[src/rtl/mac_job_scheduler.sv]
// mac_job_scheduler: shares one pipelined saturating MAC between two
// requesters. It grants round-robin per job, clears the accumulator,
// feeds LEN operand pairs, drains the MAC pipeline and returns the sum.
// Ports: clock, reset_n (async, active low); in_valid_k/in_a_k/in_b_k/
// in_ready_k per requester; mac_a/mac_b/mac_en/mac_clr/mac_sum to MAC;
// res_valid/res_ready/res_data/res_id/res_sat/res_err result channel.
// Optional build macro: MAC_SCHED_TIMEOUT_EN aborts a job whose
// producer stays idle for TIMEOUT consecutive FEED cycles.
module mac_job_scheduler #(
    parameter int LEN     = 4,
    parameter int MAC_LAT = 3,
    parameter int TIMEOUT = 16
) (
    input  logic        clock,
    input  logic        reset_n,
    input  logic        in_valid_0,
    input  logic [7:0]  in_a_0,
    input  logic [7:0]  in_b_0,
    output logic        in_ready_0,
    input  logic        in_valid_1,
    input  logic [7:0]  in_a_1,
    input  logic [7:0]  in_b_1,
    output logic        in_ready_1,
    output logic [7:0]  mac_a,
    output logic [7:0]  mac_b,
    output logic        mac_en,
    output logic        mac_clr,
    input  logic [15:0] mac_sum,
    output logic        res_valid,
    input  logic        res_ready,
    output logic [15:0] res_data,
    output logic        res_id,
    output logic        res_sat,
    output logic        res_err
);

    // One width shared by the pair, drain and idle counters.
    localparam int MX1 = (LEN > MAC_LAT) ? LEN : MAC_LAT;
    localparam int MX  = (MX1 > TIMEOUT) ? MX1 : TIMEOUT;
    localparam int CW  = $clog2(MX + 1);

    localparam logic [CW-1:0] CNT_LAST = CW'(LEN - 1);
    localparam logic [CW-1:0] DRN_INIT = CW'(MAC_LAT);
    localparam logic [CW-1:0] ONE      = CW'(1);

    typedef enum logic [2:0] {
        S_IDLE,
        S_CLEAR,
        S_FEED,
        S_DRAIN,
        S_RESULT
    } state_t;

    state_t        state;
    logic          last_grant;
    logic          grant;
    logic [CW-1:0] cnt;
    logic [CW-1:0] dcnt;
    logic [1:0]    rdy_q;
    logic          clr_q;
    logic          vld_q;
    logic          id_q;
    logic [15:0]   data_q;
    logic          accept;

`ifdef MAC_SCHED_TIMEOUT_EN
    localparam logic [CW-1:0] TMO_LAST = CW'(TIMEOUT - 1);
    logic [CW-1:0] tcnt;
    logic          err_q;
`endif

    // rdy_q is one-hot (or zero) and only set in FEED, so the
    // handshake never depends combinationally on in_valid.
    assign accept = (rdy_q[0] & in_valid_0)
                  | (rdy_q[1] & in_valid_1);

    assign in_ready_0 = rdy_q[0];
    assign in_ready_1 = rdy_q[1];
    assign mac_en     = accept;
    assign mac_clr    = clr_q;
    assign res_valid  = vld_q;
    assign res_data   = data_q;
    assign res_id     = id_q;
    assign res_sat    = &data_q;

`ifdef MAC_SCHED_TIMEOUT_EN
    assign res_err = err_q;
`else
    assign res_err = 1'b0;
`endif

    // Operands are zero whenever nobody holds the MAC.
    always_comb begin
        mac_a = 8'd0;
        mac_b = 8'd0;
        unique case (1'b1)
            rdy_q[0]: begin
                mac_a = in_a_0;
                mac_b = in_b_0;
            end
            rdy_q[1]: begin
                mac_a = in_a_1;
                mac_b = in_b_1;
            end
            default: ;
        endcase
    end

    always_ff @(posedge clock or negedge reset_n) begin
        if (!reset_n) begin
            state      <= S_IDLE;
            last_grant <= 1'b1;
            grant      <= 1'b0;
            cnt        <= '0;
            dcnt       <= '0;
            rdy_q      <= 2'b00;
            clr_q      <= 1'b0;
            vld_q      <= 1'b0;
            id_q       <= 1'b0;
            data_q     <= 16'd0;
`ifdef MAC_SCHED_TIMEOUT_EN
            tcnt       <= '0;
            err_q      <= 1'b0;
`endif
        end else begin
            clr_q <= 1'b0;
            unique case (state)
                S_IDLE: begin
                    if (in_valid_0 | in_valid_1) begin
                        // Tie goes to whoever was not served last.
                        if (in_valid_0 & in_valid_1)
                            grant <= ~last_grant;
                        else
                            grant <= in_valid_1;
                        clr_q <= 1'b1;
                        state <= S_CLEAR;
`ifdef MAC_SCHED_TIMEOUT_EN
                        err_q <= 1'b0;
`endif
                    end
                end
                S_CLEAR: begin
                    cnt   <= '0;
                    rdy_q <= grant ? 2'b10 : 2'b01;
                    state <= S_FEED;
`ifdef MAC_SCHED_TIMEOUT_EN
                    tcnt  <= '0;
`endif
                end
                S_FEED: begin
                    if (accept) begin
`ifdef MAC_SCHED_TIMEOUT_EN
                        tcnt <= '0;
`endif
                        if (cnt == CNT_LAST) begin
                            rdy_q <= 2'b00;
                            cnt   <= '0;
                            dcnt  <= DRN_INIT;
                            state <= S_DRAIN;
                        end else begin
                            cnt <= cnt + ONE;
                        end
                    end
`ifdef MAC_SCHED_TIMEOUT_EN
                    else if (tcnt == TMO_LAST) begin
                        // Abort: wipe the partial sum, report error.
                        rdy_q  <= 2'b00;
                        cnt    <= '0;
                        tcnt   <= '0;
                        clr_q  <= 1'b1;
                        data_q <= 16'd0;
                        id_q   <= grant;
                        err_q  <= 1'b1;
                        vld_q  <= 1'b1;
                        state  <= S_RESULT;
                    end else begin
                        tcnt <= tcnt + ONE;
                    end
`endif
                end
                S_DRAIN: begin
                    // Last pair's contribution is on mac_sum now.
                    if (dcnt == ONE) begin
                        dcnt   <= '0;
                        data_q <= mac_sum;
                        id_q   <= grant;
                        vld_q  <= 1'b1;
                        state  <= S_RESULT;
                    end else begin
                        dcnt <= dcnt - ONE;
                    end
                end
                S_RESULT: begin
                    if (res_ready) begin
                        vld_q      <= 1'b0;
                        last_grant <= grant;
                        state      <= S_IDLE;
                    end
                end
                default: state <= S_IDLE;
            endcase
        end
    end

endmodule

[config.mk]
export PLATFORM = sky130hd
export DESIGN_NAME = mac_job_scheduler
export DESIGN_NICKNAME = d
export VERILOG_FILES = /design/src/rtl/mac_job_scheduler.sv
export SDC_FILE = /design/constraint.sdc
export NUM_CORES = 1
export LEC_CHECK = 0
export ABC_AREA = 1
export CAP_MARGIN = 0
export CORE_UTILIZATION = 40
export DETAILED_ROUTE_END_ITERATION = 8
export GPL_TIMING_DRIVEN = 0
export PLACE_DENSITY_LB_ADDON = 0.12
export SKIP_CTS_REPAIR_TIMING = 1
export SYNTH_ARGS = -nofsm -noshare
export SYNTH_HDL_FRONTEND = slang
export SYNTH_SLANG_ARGS = --single-unit
[constraint.sdc]
create_clock -name clock -period 2.1 [get_ports clock]
set_input_delay 0.315 -clock clock [delete_from_list [all_inputs] [get_ports clock]]
set_output_delay 0.315 -clock clock [all_outputs]
set_load 0.1 [all_outputs]
; Yosys cells after proc, flatten, opt, wreduce, memory -nomap -nowiden
; Index checks and enable logic that the tools add are counted.
[op_classes]
n_eq_ne = 11
bitwise_logic = 6
n_mul = 0
reduce_logical = 13
n_shift = 0
magnitude_cmp = 0
n_mux = 25
n_addsub = 2
n_div = 0
[ops]
columns = cell, count
row1 = one-hot mux 8 bit (2 select lines), 2
row2 = two-way mux 5 bit, 5
row3 = one-hot mux 5 bit (2 select lines), 2
row4 = AND reduction 16 bit, 1
row5 = two-way mux 3 bit, 5
row6 = one-hot mux 3 bit (5 select lines), 1
row7 = "!= test 2 bit, second input constant", 5
row8 = AND reduction 3 bit, 3
row9 = AND reduction 2 bit, 4
row10 = "equality test 3 x 2 -> 1 bit, second input constant", 2
row11 = two-way mux 2 bit, 3
row12 = nonzero test 2 bit, 3
row13 = "adder 5 x 1 -> 5 bit, second input constant", 1
row14 = "equality test 5 x 1 -> 1 bit, second input constant", 1
row15 = "equality test 5 x 2 -> 1 bit, second input constant", 1
row16 = two-way mux 1 bit, 5
row17 = AND reduction 5 bit, 1
row18 = "subtractor 5 x 1 -> 5 bit, second input constant", 1
row19 = one-hot mux 2 bit (2 select lines), 1
row20 = AND 1 bit, 3
row21 = "equality test 3 x 1 -> 1 bit, second input constant", 1
row22 = "equality test 3 bit, second input constant", 1
row23 = logical NOT 3 bit, 1
row24 = bitwise OR 1 bit, 2
row25 = other kinds (2), 2
[totals]
memories = 0
inputBits = 53
rom_bits = 0
word_cells = 67
output_inout_bits = 40
ram_bits = 0
regBits = 36
latch_bits = 0

; Depth between registers and ports, before layout
[depth]
ltp_word = 4
ltp_mapped = 11

; Worst setup path after synthesis
; OpenSTA, ideal clock, no wires.
[synth_path]
path_type = register -> output
start = register data_q[14] (netlist: res_data[14])
end = output res_sat
path_buffers = 0
setup_slack_ns = -2.270
required_ns = 1.785
arrival_ns = 4.055
path_stages_with_launch = 3
cell_sequence = dfrtp_1 -> nand4_1 -> nor4_1
[synth_between]
elab_chain_cells = 1
[synth_lines]
columns = element, line_no
row1 = start: declaration, 63  ; logic [15:0] data_q;
row2 = start signal: assignment, 185  ; data_q <= mac_sum;
row3 = AND reduction 16 bit, 84  ; assign res_sat = &data_q;
row4 = end: declaration, 33  ; output logic res_sat,
; No other way between the ends.

; Worst setup path after layout
[layout_path]
start = register rdy_q[0]
end = output mac_b[1]
[layout_between]
elab_chain_cells = 1
[layout_lines]
columns = element, line_no
row1 = start: declaration, 59  ; logic [1:0] rdy_q;
row2 = start signal: assignment, 144  ; rdy_q <= grant ? 2'b10 : 2'b01;
row3 = one-hot mux 8 bit (2 select lines), 96  ; unique case (1'b1)
row4 = end: declaration, 25  ; output logic [7:0] mac_b,
; No other way between the ends.

==> results.md <==
* Worst-path clk slew at 0.07 ns
* Slew margin rel. at around a third
* Die area at 0.00532 mm^2
* Setup slack after layout at -0.0283 ns
* Initial Util at 42.1%
* Post-synth top area cell: dfrtp_1
* Final hold vios at 0
* Worst Skew at 0.00442 ns
* CP max FO at 10
* CP max stage delay at 0.42 ns
* Routed length per instance at 13.0 um
* ANT nets after route at 0
* TritonCTS buffer count at 5
* Post-Layout Cell Count at 392
* Synth top area share at 43.5%
* Status: complete, but fails checks
* GP Congestion at 0.767
* Syn nets at 282
* Root buffer cell: clkbuf_8
* Largest net degree at the start of global routing at 37
* Worst skew pair latency at just under 0.3 ns
* CTS H-Tree Depth at 2
* Synth cell count leaders: nand2_1, dfrtp_1, inv_1
* Global-route wire length before repair at 8140 um
* Layout cells sized above 1 at 30.5%
* Wire length on met1 at 2200 um
* Area Overhead vs Synth at 58.7%
* Cell total after placement at 384
* Die H at 72.9 um
* # DRC at 0
* Mapped Area at just over 0.002 mm^2
* Main flop type after synthesis: dfrtp_1
* Synthesized area per cell at around 8.9 um^2
* WS Path Type: reg2out
* TritonRoute pass-1 iters at 4
* Setup crit end kind: output pin
* Maxcap violations at 0
* Post-DP HPWL at approximately 3900 um
* Top routing layer used: met4
* Min Clock Period, post-route at between 2 and 2.5 ns
* Seq/Total Area, Yosys at 44.8%
* Critical Path RT at about 1.8 ns
* Die extent in x at 72.9 um
* Slowest cell on the critical path: buf_2
* Final period util at 101%
* CTS sink count at 36
* DRT iter0 DRCs at 60
* Vias at 1858
* Yosys Warn Count at 0
* WL met3 at 256 um
* CP delay by family, top: buffers and inverters
* Crit path cell chain: buf_4 > clkbuf_1 > a22o_2 > buf_2
* Post-synth EDFFs at 0
* Post-DR vias/cell at 4.74
* TritonCTS clock tree: built
* Port Buffers at 91
* Ys async rst share at 100%
* Yosys reg bits at 36
* Setup repair after global routing missed its margin: true
* Rows at 25
* Met2 routed WL at 2600 um
* Crit path launch type: flip-flop
* GRT overflow at 0
* Initial antenna violation count at 0
* Netlist cell types at 29
* Crit path DAT at approximately 1.8 ns
* Most common cell in the netlist: nand2_1
* Core area at 0.00479 mm^2
* Final Max Slew Viols at 0
* GRT Util Overall at about a fifth
* CP bufs+invs at 3
* Drt total wl at 5100 um
* Worst hold path class: in2async
* # nets final at 380
* Final setup fails at 8
* Failing checks: setup timing
* Ant diodes at 0
* I/O pin count at 93
* Least-Margin Pin Slew at 0.986 ns
* Post-synthesis cell count at approximately 230
* Fmax achieved at 0.470 GHz
* Bufs on Longest Clock Path at 2
* Number of global-route vias before repair at 1766
* Synth area leaders: dfrtp_1, nand2_1, o21ai_2
==> cells by family (layout without fill, tap and decap cells) <==
| family | after synthesis | count (layout) | share of synthesized area [%] |
|---|---|---|---|
| AND/OR/NAND/NOR | 95 | 95 | 23.2 |
| AO/OA/AOI/OAI | 47 | 47 | 19.1 |
| buffers and inverters | 40 | 139 | 9.14 |
| flip-flops | 36 | 36 | 44.8 |
| XOR/XNOR | 4 | 4 | 1.74 |
| adder cells (fa/ha/maj) | 3 | 3 | 1.86 |
| other | 1 | 1 | 0.186 |
==> cell type report <==
cell class	count	area (um^2)
multi-input combinational	150	957
sequential	36	945
clock buffer	6	72.6
inverter	32	120
fill	390	1590
tap	67	83.8
clock inverter	2	35.0
timing repair buffer	91	916
buffer	8	65.1
==> metrics by stage <==
stage	hold WS (ns)	utilization, %	cell area (um^2)	TNS, ns	setup slack, ns
6_report	0.106	66.7	3190	-0.190	-0.0283
4_1_cts	0.142	66.5	3180	-11.08	-0.766
2_1_floorplan	0.0194	-	2090	-0.193	-0.193
5_1_grt	0.172	66.7	3190	-0.999	-0.127
3_3_place_gp	0.455	64.4	3080	-14.70	-0.451
3_5_place_dp	0.454	64.3	3080	-6.41	-0.446
==> per-layer routing <==
layer | vias up | global-route usage (%)
met5 | - | 0
met4 | 0 | 5.66
met3 | 5 | 5.52
met2 | 47 | 35.0
met1 | 876 | 23.7
li1 | 930 | -
==> registers in the layout (all words and copies together), names as in the netlist <==
| name | flops |
|---|---|
| last_grant | 1 |
| res_id | 1 |
| res_valid | 1 |
| cnt | 5 |
| mac_clr | 1 |
| res_data | 16 |
| dcnt | 5 |
| grant | 1 |
| state | 3 |
| rdy_q | 2 |
==> path summary, 6_finish.rpt <==
kind                                 from            to  slack, ns  depth (start not counted)
worst max-delay path             rdy_q[0]      mac_b[1]      -0.03                          4
worst min-delay path              reset_n  res_data[13]       0.11                          1
worst max register to register    dcnt[1]      state[1]       0.52                         11
worst min register to register  res_valid     res_valid       0.47                          2
max in group asynchronous         reset_n   res_data[9]       1.41                          1
min in group clock              res_valid     res_valid       0.47                          2
==> cell usage in the layout, fill, tap and decap left out, drive strengths merged <==
| cell type | Yosys | final |
|---|---|---|
| nand4 | 4 | 4 |
| ha | 3 | 3 |
| dlymetal6s2s | 0 | 27 |
| nor4 | 1 | 1 |
| nand3b | 1 | 1 |
| dfstp | 1 | 1 |
| clkbuf | 2 | 11 |
| inv | 32 | 32 |
| bufinv | 0 | 1 |
| buf | 6 | 16 |
| a21oi | 2 | 2 |
| xor2 | 4 | 4 |
| a22o | 16 | 16 |
| a21boi | 1 | 1 |
| nand3 | 15 | 15 |
| dfrtp | 35 | 35 |
| o21ai | 25 | 25 |
| nand2 | 61 | 61 |
| a21o | 2 | 2 |
| clkdlybuf4s50 | 0 | 51 |
| o211ai | 1 | 1 |
| conb | 1 | 1 |
| nor2 | 13 | 13 |
| clkinv | 0 | 1 |
Power is left out: the tool's default activity adds up to more than one toggle a clock period on the data nets, which glitch-free logic cannot reach.
